===== src/rtl/serial_adder_pkg.sv =====
// rtl/serial_adder_pkg.sv - shared types and helpers for the digit-serial adder
package serial_adder_pkg;

    typedef enum logic [1:0] {
        IDLE,
        RUN,
        DONE
    } state_t;

    // A single-step adder still needs a one-bit counter to keep the datapath uniform.
    function automatic int cnt_width(input int steps);
        return (steps > 1) ? $clog2(steps) : 1;
    endfunction

endpackage


===== src/rtl/serial_adder_fa_slice.sv =====
// rtl/serial_adder_fa_slice.sv - combinational DIGIT-bit ripple adder of full-adder cells
module fa_slice #(
    parameter int DIGIT = 1
) (
    input  logic [DIGIT-1:0] x,
    input  logic [DIGIT-1:0] y,
    input  logic             ci,
    output logic [DIGIT-1:0] s,
    output logic             co
);

    logic [DIGIT:0] c;

    assign c[0] = ci;

    // Each cell: half adder on x,y, half adder on the partial sum and carry, OR of the carries.
    for (genvar i = 0; i < DIGIT; i++) begin : g_bit
        logic p;
        logic g1;
        logic g2;
        assign p        = x[i] ^ y[i];
        assign g1       = x[i] & y[i];
        assign s[i]     = p ^ c[i];
        assign g2       = p & c[i];
        assign c[i+1]   = g1 | g2;
    end

    assign co = c[DIGIT];

endmodule


===== src/rtl/serial_adder.sv =====
// rtl/serial_adder.sv - multi-cycle adder reusing one DIGIT-wide slice WIDTH/DIGIT times
import serial_adder_pkg::*;

module serial_adder #(
    parameter int WIDTH = 8,
    parameter int DIGIT = 1
) (
    input  logic             clk,
    input  logic             rst,
    input  logic             in_valid,
    output logic             in_ready,
    input  logic [WIDTH-1:0] a,
    input  logic [WIDTH-1:0] b,
    input  logic             cin,
    output logic             out_valid,
    input  logic             out_ready,
    output logic [WIDTH-1:0] sum,
    output logic             cout
);

    localparam int STEPS = WIDTH / DIGIT;
    localparam int CW    = cnt_width(STEPS);

    if ((WIDTH < 1) || (DIGIT < 1) || ((WIDTH % DIGIT) != 0)) begin : g_param_check
        $error("serial_adder: DIGIT must be >= 1 and divide WIDTH exactly");
    end

    state_t           state;
    state_t           state_nx;
    logic [WIDTH-1:0] a_sr;
    logic [WIDTH-1:0] b_sr;
    logic [WIDTH-1:0] sum_r;
    logic [WIDTH-1:0] sum_nx;
    logic             carry;
    logic             cout_r;
    logic [CW-1:0]    cnt;
    logic [DIGIT-1:0] s;
    logic             co;
    logic             last;

    fa_slice #(.DIGIT(DIGIT)) u_slice (
        .x  (a_sr[DIGIT-1:0]),
        .y  (b_sr[DIGIT-1:0]),
        .ci (carry),
        .s  (s),
        .co (co)
    );

    assign last   = (cnt == CW'(STEPS - 1));
    // New digit enters at the top so after STEPS shifts the LSB digit sits at bit 0.
    assign sum_nx = (sum_r >> DIGIT) | (WIDTH'(s) << (WIDTH - DIGIT));

    always_ff @(posedge clk) begin
        if (rst) begin
            state <= IDLE;
        end else begin
            state <= state_nx;
        end
    end

    always_comb begin
        state_nx  = state;
        in_ready  = 1'b0;
        out_valid = 1'b0;
        case (state)
            IDLE: begin
                in_ready = !rst;
                if (in_valid) begin
                    state_nx = RUN;
                end
            end
            RUN: begin
                if (last) begin
                    state_nx = DONE;
                end
            end
            DONE: begin
                out_valid = 1'b1;
                if (out_ready) begin
                    state_nx = IDLE;
                end
            end
            default: state_nx = IDLE;
        endcase
    end

    always_ff @(posedge clk) begin
        if (rst) begin
            a_sr   <= '0;
            b_sr   <= '0;
            sum_r  <= '0;
            carry  <= 1'b0;
            cout_r <= 1'b0;
            cnt    <= '0;
        end else begin
            case (state)
                IDLE: begin
                    if (in_valid) begin
                        a_sr  <= a;
                        b_sr  <= b;
                        carry <= cin;
                        cnt   <= '0;
                    end
                end
                RUN: begin
                    sum_r <= sum_nx;
                    carry <= co;
                    a_sr  <= a_sr >> DIGIT;
                    b_sr  <= b_sr >> DIGIT;
                    cnt   <= cnt + 1'b1;
                    if (last) begin
                        cout_r <= co;
                    end
                end
                default: begin
                end
            endcase
        end
    end

    assign sum  = sum_r;
    assign cout = cout_r;

endmodule


===== config.mk =====
export PLATFORM = sky130hd
export DESIGN_NAME = serial_adder
export DESIGN_NICKNAME = d
export VERILOG_FILES = /design/src/rtl/serial_adder_pkg.sv /design/src/rtl/serial_adder_fa_slice.sv /design/src/rtl/serial_adder.sv
export SDC_FILE = /design/constraint.sdc
export NUM_CORES = 1
export LEC_CHECK = 0
export BUFFER_PORTS_ARGS = -buffer_cell sky130_fd_sc_hd__buf_4
export CORE_MARGIN = 5
export CORE_UTILIZATION = 52
export CTS_CLUSTER_SIZE = 8
export DETAILED_ROUTE_END_ITERATION = 7
export PLACE_DENSITY = 0.9
export SLEW_MARGIN = 15
export SYNTH_ARGS = -nofsm -noshare
export SYNTH_HDL_FRONTEND = slang
export SYNTH_SLANG_ARGS = --single-unit

===== constraint.sdc =====
create_clock -name clk -period 1.7 [get_ports clk]
set_clock_uncertainty 0.1 [all_clocks]
set_input_delay 0.17 -clock clk [delete_from_list [all_inputs] [get_ports clk]]
set_output_delay 0.17 -clock clk [all_outputs]
set_load 0.05 [all_outputs]

Yosys cells after proc, flatten, opt, wreduce, memory -nomap -nowiden. Cells that the tools add are included.

Flip-flop bits (word level): 31. Word-level logic and storage cells: 40. ROM bits: 0. Bits of input ports: 21. Memory bits (writable): 0. Memories kept: 0. Output and inout port bits: 11. Bits in latches: 0.

$lt $le $gt $ge: 0. Muxes and demuxes: 14. Multiply operators: 0. Div/mod/pow operators: 0. Add/sub/neg operators: 1. Reduce and logical (&&, ||, !) cells: 6. Eq/ne operators: 6. Bitwise gates (word level): 6. Shift operators: 0.

Operator list (number): one-hot mux 8 bit (2 select lines) (2); two-way mux 8 bit (2); bitwise OR 7 x 8 -> 8 bit (1); two-way mux 2 bit (3); inequality test 2 bit, second input constant (3); one-hot mux 2 bit (3 select lines) (1); one-hot mux 3 bit (2 select lines) (1); AND reduction 2 bit (2); adder 3 x 1 -> 3 bit, second input constant (1); == test 3 bit, second input constant (1); two-way mux 1 bit (3); two-way mux 3 bit (1); AND reduction 3 bit (1); AND 1 bit (2); == test 2 x 1 -> 1 bit, second input constant (1); == test 2 bit, second input constant (1); zero test 2 bit (1); one-hot mux 1 bit (2 select lines) (1); nonzero test 2 bit (1); XOR 1 bit (2); zero test 1 bit (1); bitwise OR 1 bit (1).

Depth between registers and ports, before layout. Gate-level depths: netlist of the first run.

Depth after elaboration: 4. Mapped depth: 6. Gate-level depth less buffers: 5.

Hierarchy. Synthesis of the first run repeated with hierarchy kept, for this count alone.

Cell total of the unflattened synthesis: 143. Area, all modules: 1367.6 µm².

By module, submodules not included: serial_adder (seq. area each 620.6 µm², area an instance 1347.5 µm², cells an instance 142, times used 1); fa_slice (seq. area each 0.0 µm², area an instance 20.0 µm², cells an instance 1, times used 1).

Least setup slack after synthesis of the first run. OpenSTA, ideal clock, no wires.

Path kind: register to output. Start point: reg state[1]. End point: out in_ready. Arrival: 1515 ps. Required time: 1430 ps. Stages on the path, launching flop included: 3. Buffers on the path: 1. Setup slack: -85 ps. Cell sequence: dfxtp_1 -> buf_6 -> nor3_1.

Word-level cells in the longest chain between the ends: 2.

Ends and longest elaborated chain: start, declared (line serial_adder.sv:28) `state_t state;`; start signal, assigned (line serial_adder.sv:57) `state <= state_nx;`; zero test 2 bit (line serial_adder.sv:65) `case (state)`; two-way mux 1 bit (line serial_adder.sv:65); end, declared (line serial_adder.sv:11) `output logic in_ready,`.

Every way passes these cells.

Worst setup path in the final report of the first run.
Start point: reg state[1]. End point: out out_valid.

Word-level cells in the longest chain between the ends: 2.

Ends and longest elaborated chain: == test 2 bit (line serial_adder.sv:65); two-way mux 1 bit (line serial_adder.sv:65); end, declared (line serial_adder.sv:15) `output logic out_valid,`.

Every way passes these cells.

==> results of run 1 <==
-- metrics by stage --
stage | util | setup slack, ns | power (mW)
floorplan | - | 0.0863 | 0.974
global placement | 0.629 | 0.312 | 1.02
detailed placement | 0.629 | 0.227 | 1.04
CTS | 0.709 | 0.0653 | 1.49
global route | 0.713 | 0.0177 | 1.57
finish | 0.713 | 0.0787 | 1.51
-- cells by family after synthesis --
logic type / Yosys count
AO/OA/AOI/OAI: 47
AND/OR/NAND/NOR: 34
flip-flops: 31
buffers and inverters: 26
adder cells (fa/ha/maj): 3
-- cell usage in the layout, fill, tap and decap left out --
master / netlist / routed
a211oi_1: 1 / 1
a211oi_2: 1 / 1
a21oi_1: 17 / 17
a21oi_2: 8 / 8
a22oi_1: 4 / 4
buf_4: 1 / 33
clkbuf_4: 0 / 5
clkbuf_8: 0 / 1
clkinv_2: 0 / 1
dfxtp_1: 31 / 31
dlygate4sd3_1: 0 / 15
fa_1: 1 / 1
ha_1: 2 / 2
inv_1: 15 / 15
nand2_1: 18 / 18
nand2b_1: 2 / 2
nand3_1: 1 / 1
nand3b_1: 1 / 1
nor2_1: 6 / 6
nor2_2: 1 / 1
nor2_4: 1 / 1
nor2b_1: 1 / 1
nor2b_4: 1 / 1
nor3_2: 0 / 1
nor3b_1: 1 / 1
o21bai_1: 1 / 1
o221a_1: 8 / 8
o221a_2: 7 / 7
-- final timing paths --
kind	cells past startpoint	slack, ns	start	endpoint
hold reg to reg	2	0.36	sum[0]	sum[0]
setup / recovery	2	0.08	state[1]	out_valid
setup reg to reg	3	0.17	state[1]	b_sr[4]
hold / removal	2	0.009	b[5]	b_sr[5]
-- flip-flops by register name, indices dropped and copies added, names as in the netlist --
| register | cells |
|---|---|
| cout | 1 |
| state | 2 |
| b_sr | 8 |
| sum | 8 |
| carry | 1 |
| cnt | 3 |
| a_sr | 8 |
-- cell type report --
class	instances	area (um^2)	area share
tap	30	37.5	0.0213
clock inverter	1	5.00	0.00283
multi-input combinational	84	597	0.338
inverter	15	56.3	0.0319
sequential	31	621	0.352
timing repair buffer	48	398	0.225
clock buffer	6	51.3	0.0291
-- worst reg2reg max path, cell delays in order, from the launching register on --
cell and delay, ns:
dfxtp_1 0.57, nor2_1 0.10, nand2_1 0.41, o221a_1 0.29
-- power breakdown --
group / internal (mW) / switching [mW] / leakage [nW]
sequential: 0.770 / 0.0326 / 0.255
clock: 0.191 / 0.260 / 0.0341
combinational: 0.126 / 0.126 / 0.436
-- routing by layer --
metal	vias up	track usage	wire, um
li1	576	-	-
met1	541	0.210	1270
met2	29	0.324	1620
met3	9	0.0638	168
met4	0	0.0836	68
met5	-	0	0
==> flow_summary.toml, run 1 <==
[die]
dieArea_um2 = 3720
start_util = 0.546
die_w_um = 61
rows = 18
pin_count = 32
coreArea_um2 = 2480
fp.dieH_um = 61

[yosys]
synth_cell_types = 29
ys_ff_latch = 31
synth_top_family_by_area = "compound AO/OA/AOI/OAI gates"
avgSynthCellArea_um2 = 9.59
ys_warn_count = 0
synth_mux_area_frac = 0
synth_adder_area_share = 0.0333
synth_top_cell_by_area = "dfxtp_1"
synth_area_leaders = "dfxtp_1, o221a_1, a21oi_1"
synth_compound_area_frac = 0.282
syn-num-nets = 165
synth_most_common_cell = "dfxtp_1"
synthSimpleGateAreaFrac = 0.122
async_reset_ff_frac = 0
yosys-top-cells-count = "dfxtp_1, nand2_1, a21oi_1, inv_1"
synth_area_um2 = 1350
synth_edf_count = 0
yosysTopAreaCellShare = 0.459
seq_area_frac_synth = 0.459
syn_inst = 141
synth-xor-area-share = 0
synth_flop_cell = "dfxtp_1"

[route]
drt.antenna.violating_nets = 0
wl_per_cell_um = 14.5
drt_iter0_markers = 31
avgViaCountPerCell = 5.37
vias = 1155
drc = 0
dr.pass1.iters = 4
routed_wl_mm = 3.12

[global_routing]
grt_max_degree = 33
antenna_found_initial = 0
grt_pass1_vias = 1091
grt_pass1_wl_mm = 4.99
grtUsageTotal = 0.188
overflow = 0

[finish]
drive_gt1_frac = 0.324
n_antenna_cell = 0
syn_to_final_growth_pct = 30.5
n_fill_cell = 191
stdcell_count = 215
fin_area_um2 = 1770
fin_nets = 209

[sta]
rsz0062_at_grt = "no"
finalSetupViolCount = 0
slew_viol_final = 0
timing.final.crit_share = 0.954
tightest_slew_ns = 0.514
fin_setup_tns_ns = 0
relSlewSlack = 0.656
hold_violations = 0
period_minus_slack_ns = 1.62
hold-worst-slack_ns = 0.00875
fmax_mhz = 617

[critical_path]
crit_fanout = 9
slowest_stage = "dfxtp_1"
cpPeakStageDelay_ns = 0.57
crit_chain = "nor2b_1, buf_4"
worstSetupStartpointType = "flip-flop"
crit_arrival_ns = 1.35
critical_path.top_delay_family = "flip-flops"
path_class = "flip-flop to primary output"
path_buf_inv = 1
cp-end-kind = "primary output"
crit_required_ns = 1.43

[clock_network]
ctsHoldBuffers = 14
path_clk_slew_ns = 0.11
cts_resized = 0
clkLatencyLatePin_ns = 0.35
clock-sinks = 31
root_buffer = "clkbuf_4"
clockBufferDepth = 2
cts_tree = "done"
cts_setup_buffers = 0
htreeDepth = 2
numCtsBuffers = 5

[placement]
dp_cells = 193
gp_congestion = 0.692
dp_hpwl_mm = 2.02
postPlaceCellArea_um2 = 1560
port_buffers = 31

[power]
peakVddDrop_v = 0.000613
leakage_nw = 0.724
powerDensity_nw_per_um2 = 853

[hold_path]
hp-class = "input pin to flip-flop"

[run]
drv_cap = 0

[outcome]
outcome = "finished, final reports clean"
(Power assumes the default switching activity.)
==> run 2, diff against run 1 <==
--- a/config.mk
+++ b/config.mk
@@ -8,7 +8,10 @@
 export BUFFER_PORTS_ARGS = -buffer_cell sky130_fd_sc_hd__buf_4
+export CELL_PAD_IN_SITES_DETAIL_PLACEMENT = 0
+export CELL_PAD_IN_SITES_GLOBAL_PLACEMENT = 2
 export CORE_MARGIN = 5
-export CORE_UTILIZATION = 52
+export CORE_UTILIZATION = 31
 export CTS_CLUSTER_SIZE = 8
 export DETAILED_ROUTE_END_ITERATION = 7
-export PLACE_DENSITY = 0.9
+export GPL_TIMING_DRIVEN = 0
+export PLACE_DENSITY = 0.88
 export SLEW_MARGIN = 15
==> constraint.sdc (replaced) <==
create_clock -name clk -period 1.7 [get_ports clk]
set_clock_uncertainty 0.1 [all_clocks]
set_input_delay 0.085 -clock clk [delete_from_list [all_inputs] [get_ports clk]]
set_output_delay 0.085 -clock clk [all_outputs]
set_load 0.05 [all_outputs]
==> run 2 against run 1 <==
  * Via count grew 3.3%
  * Fmax grew 15%
  * Count of clock-buffer cells in the layout is the same
  * Combinational power grew 10%
  * Non-clock buffer count grew 12
  * Design area grew 7.8%
==> flow_summary.toml, run 2 (synthesis results as in run 1) <==
[outcome]
outcome = "finished, final reports clean"

[clock_network]
ctsHoldBuffers = 18
clkLatencyLatePin_ns = 0.27
root_buffer = "clkbuf_8"
clockBufferDepth = 2
cts_resized = 0
path_clk_slew_ns = 0.06
cts_setup_buffers = 0
numCtsBuffers = 5
htreeDepth = 2
cts_tree = "done"
clock-sinks = 31

[sta]
relSlewSlack = 0.706
hold_violations = 0
fmax_mhz = 708
timing.final.crit_share = 0.831
tightest_slew_ns = 0.441
rsz0062_at_grt = "no"
period_minus_slack_ns = 1.41
finalSetupViolCount = 0
fin_setup_tns_ns = 0
slew_viol_final = 0

[critical_path]
cp-end-kind = "flip-flop"
r2r-end = "a_sr[5]"
crit_required_ns = 1.76
path_class = "flip-flop to flip-flop"
worstSetupStartpointType = "flip-flop"
r2r_slack_ns = 0.29
reg2reg_depth = 5
crit_arrival_ns = 1.47
rr_startpoint = "state[1]"
slowest_stage = "dfxtp_1"
crit_start = "state[1]"
cpPeakStageDelay_ns = 0.31
crit_chain = "buf_6, nor2_1, nand2_1, buf_2, o221a_2"
crit_end = "a_sr[5]"
crit_fanout = 10

[finish]
n_fill_cell = 423
final_cell_mix = "buf_4, dfxtp_1, nand2_1, dlygate4sd3_1, a21oi_1"
final_common_cell = "buf_4"
fin_nets = 221
post-route-util = 0.443
syn_to_final_growth_pct = 40.7
n_antenna_cell = 0
drive_gt1_frac = 0.327

[die]
start_util = 0.315
coreArea_um2 = 4290
pin_count = 32
rows = 24
dieArea_um2 = 5780
die_w_um = 76.1
fp.dieH_um = 76.1

[global_routing]
grt_max_degree = 11
grtUsageTotal = 0.117
antenna_found_initial = 0
overflow = 0
grt_pass1_wl_mm = 5.55
grt_pass1_vias = 1199

[placement]
port_buffers = 31
gp_congestion = 0.741
dp_hpwl_mm = 2.32

[power]
powerDensity_nw_per_um2 = 831
leakage_nw = 0.775
peakVddDrop_v = 0.000304

[run]
drv_cap = 0

[route]
vias = 1193
avgViaCountPerCell = 4.81
drt_iter0_markers = 63
drt.antenna.violating_nets = 0
wl_per_cell_um = 13.0
dr.pass1.iters = 4
drc = 0
routed_wl_mm = 3.22

[hold_path]
hp-class = "input pin to flip-flop"
run 2: metrics by stage:
stage | setup WS [ns] | instance area [um^2] | total power, mW | cells | hold slack (ns)
detailed placement | 0.304 | 1650 | 1.06 | 224 | 0.250
floorplan | 0.000361 | 1350 | 0.973 | 141 | 0.133
CTS | 0.290 | 1900 | 1.60 | 248 | 0.00872
finish | 0.288 | 1900 | 1.58 | 248 | 0.0145
global placement | 0.333 | 1650 | 1.05 | 224 | 0.231
global route | 0.194 | 1900 | 1.67 | 248 | 0.0290
run 2: layer usage:
metal | track usage | wire length (um) | share of wire
met5 | 0 | 0 | 0
met4 | 0.0612 | 66 | 0.020
met3 | 0.0296 | 124 | 0.038
met2 | 0.189 | 1630 | 0.51
met1 | 0.142 | 1400 | 0.44
run 2: worst min path at each step:
stage,from,end,cells past startpoint
after global placement,a[7],a_sr[7],3
final,rst,a_sr[0],3
after global routing,rst,a_sr[0],3
after CTS,rst,carry,3
after detailed placement,b[2],b_sr[2],2
after floorplan,a[7],a_sr[7],2
run 2: worst max-delay path, delay by kind of cell (launching register included):
| family | cells | cell delay, ns |
|---|---|---|
| flops | 1 | 0.31 |
| buf+inv | 2 | 0.37 |
| compound gates | 1 | 0.26 |
| simple gates | 2 | 0.27 |
run 2: where the power goes:
group          total, mW  internal (mW)  switching, mW
clock              0.506          0.272          0.234
combinational      0.278          0.144          0.134
sequential         0.798          0.771         0.0267
run 2: layout make-up:
class	count	area [um^2]	share of cell area
Sequential cell	31	621	0.326
Buffer	11	83.8	0.0440
Timing Repair Buffer	49	413	0.217
Inverter	15	56.3	0.0296
Clock buffer	6	72.6	0.0381
Multi-Input combinational cell	84	592	0.311
Tap cell	52	65.1	0.0342
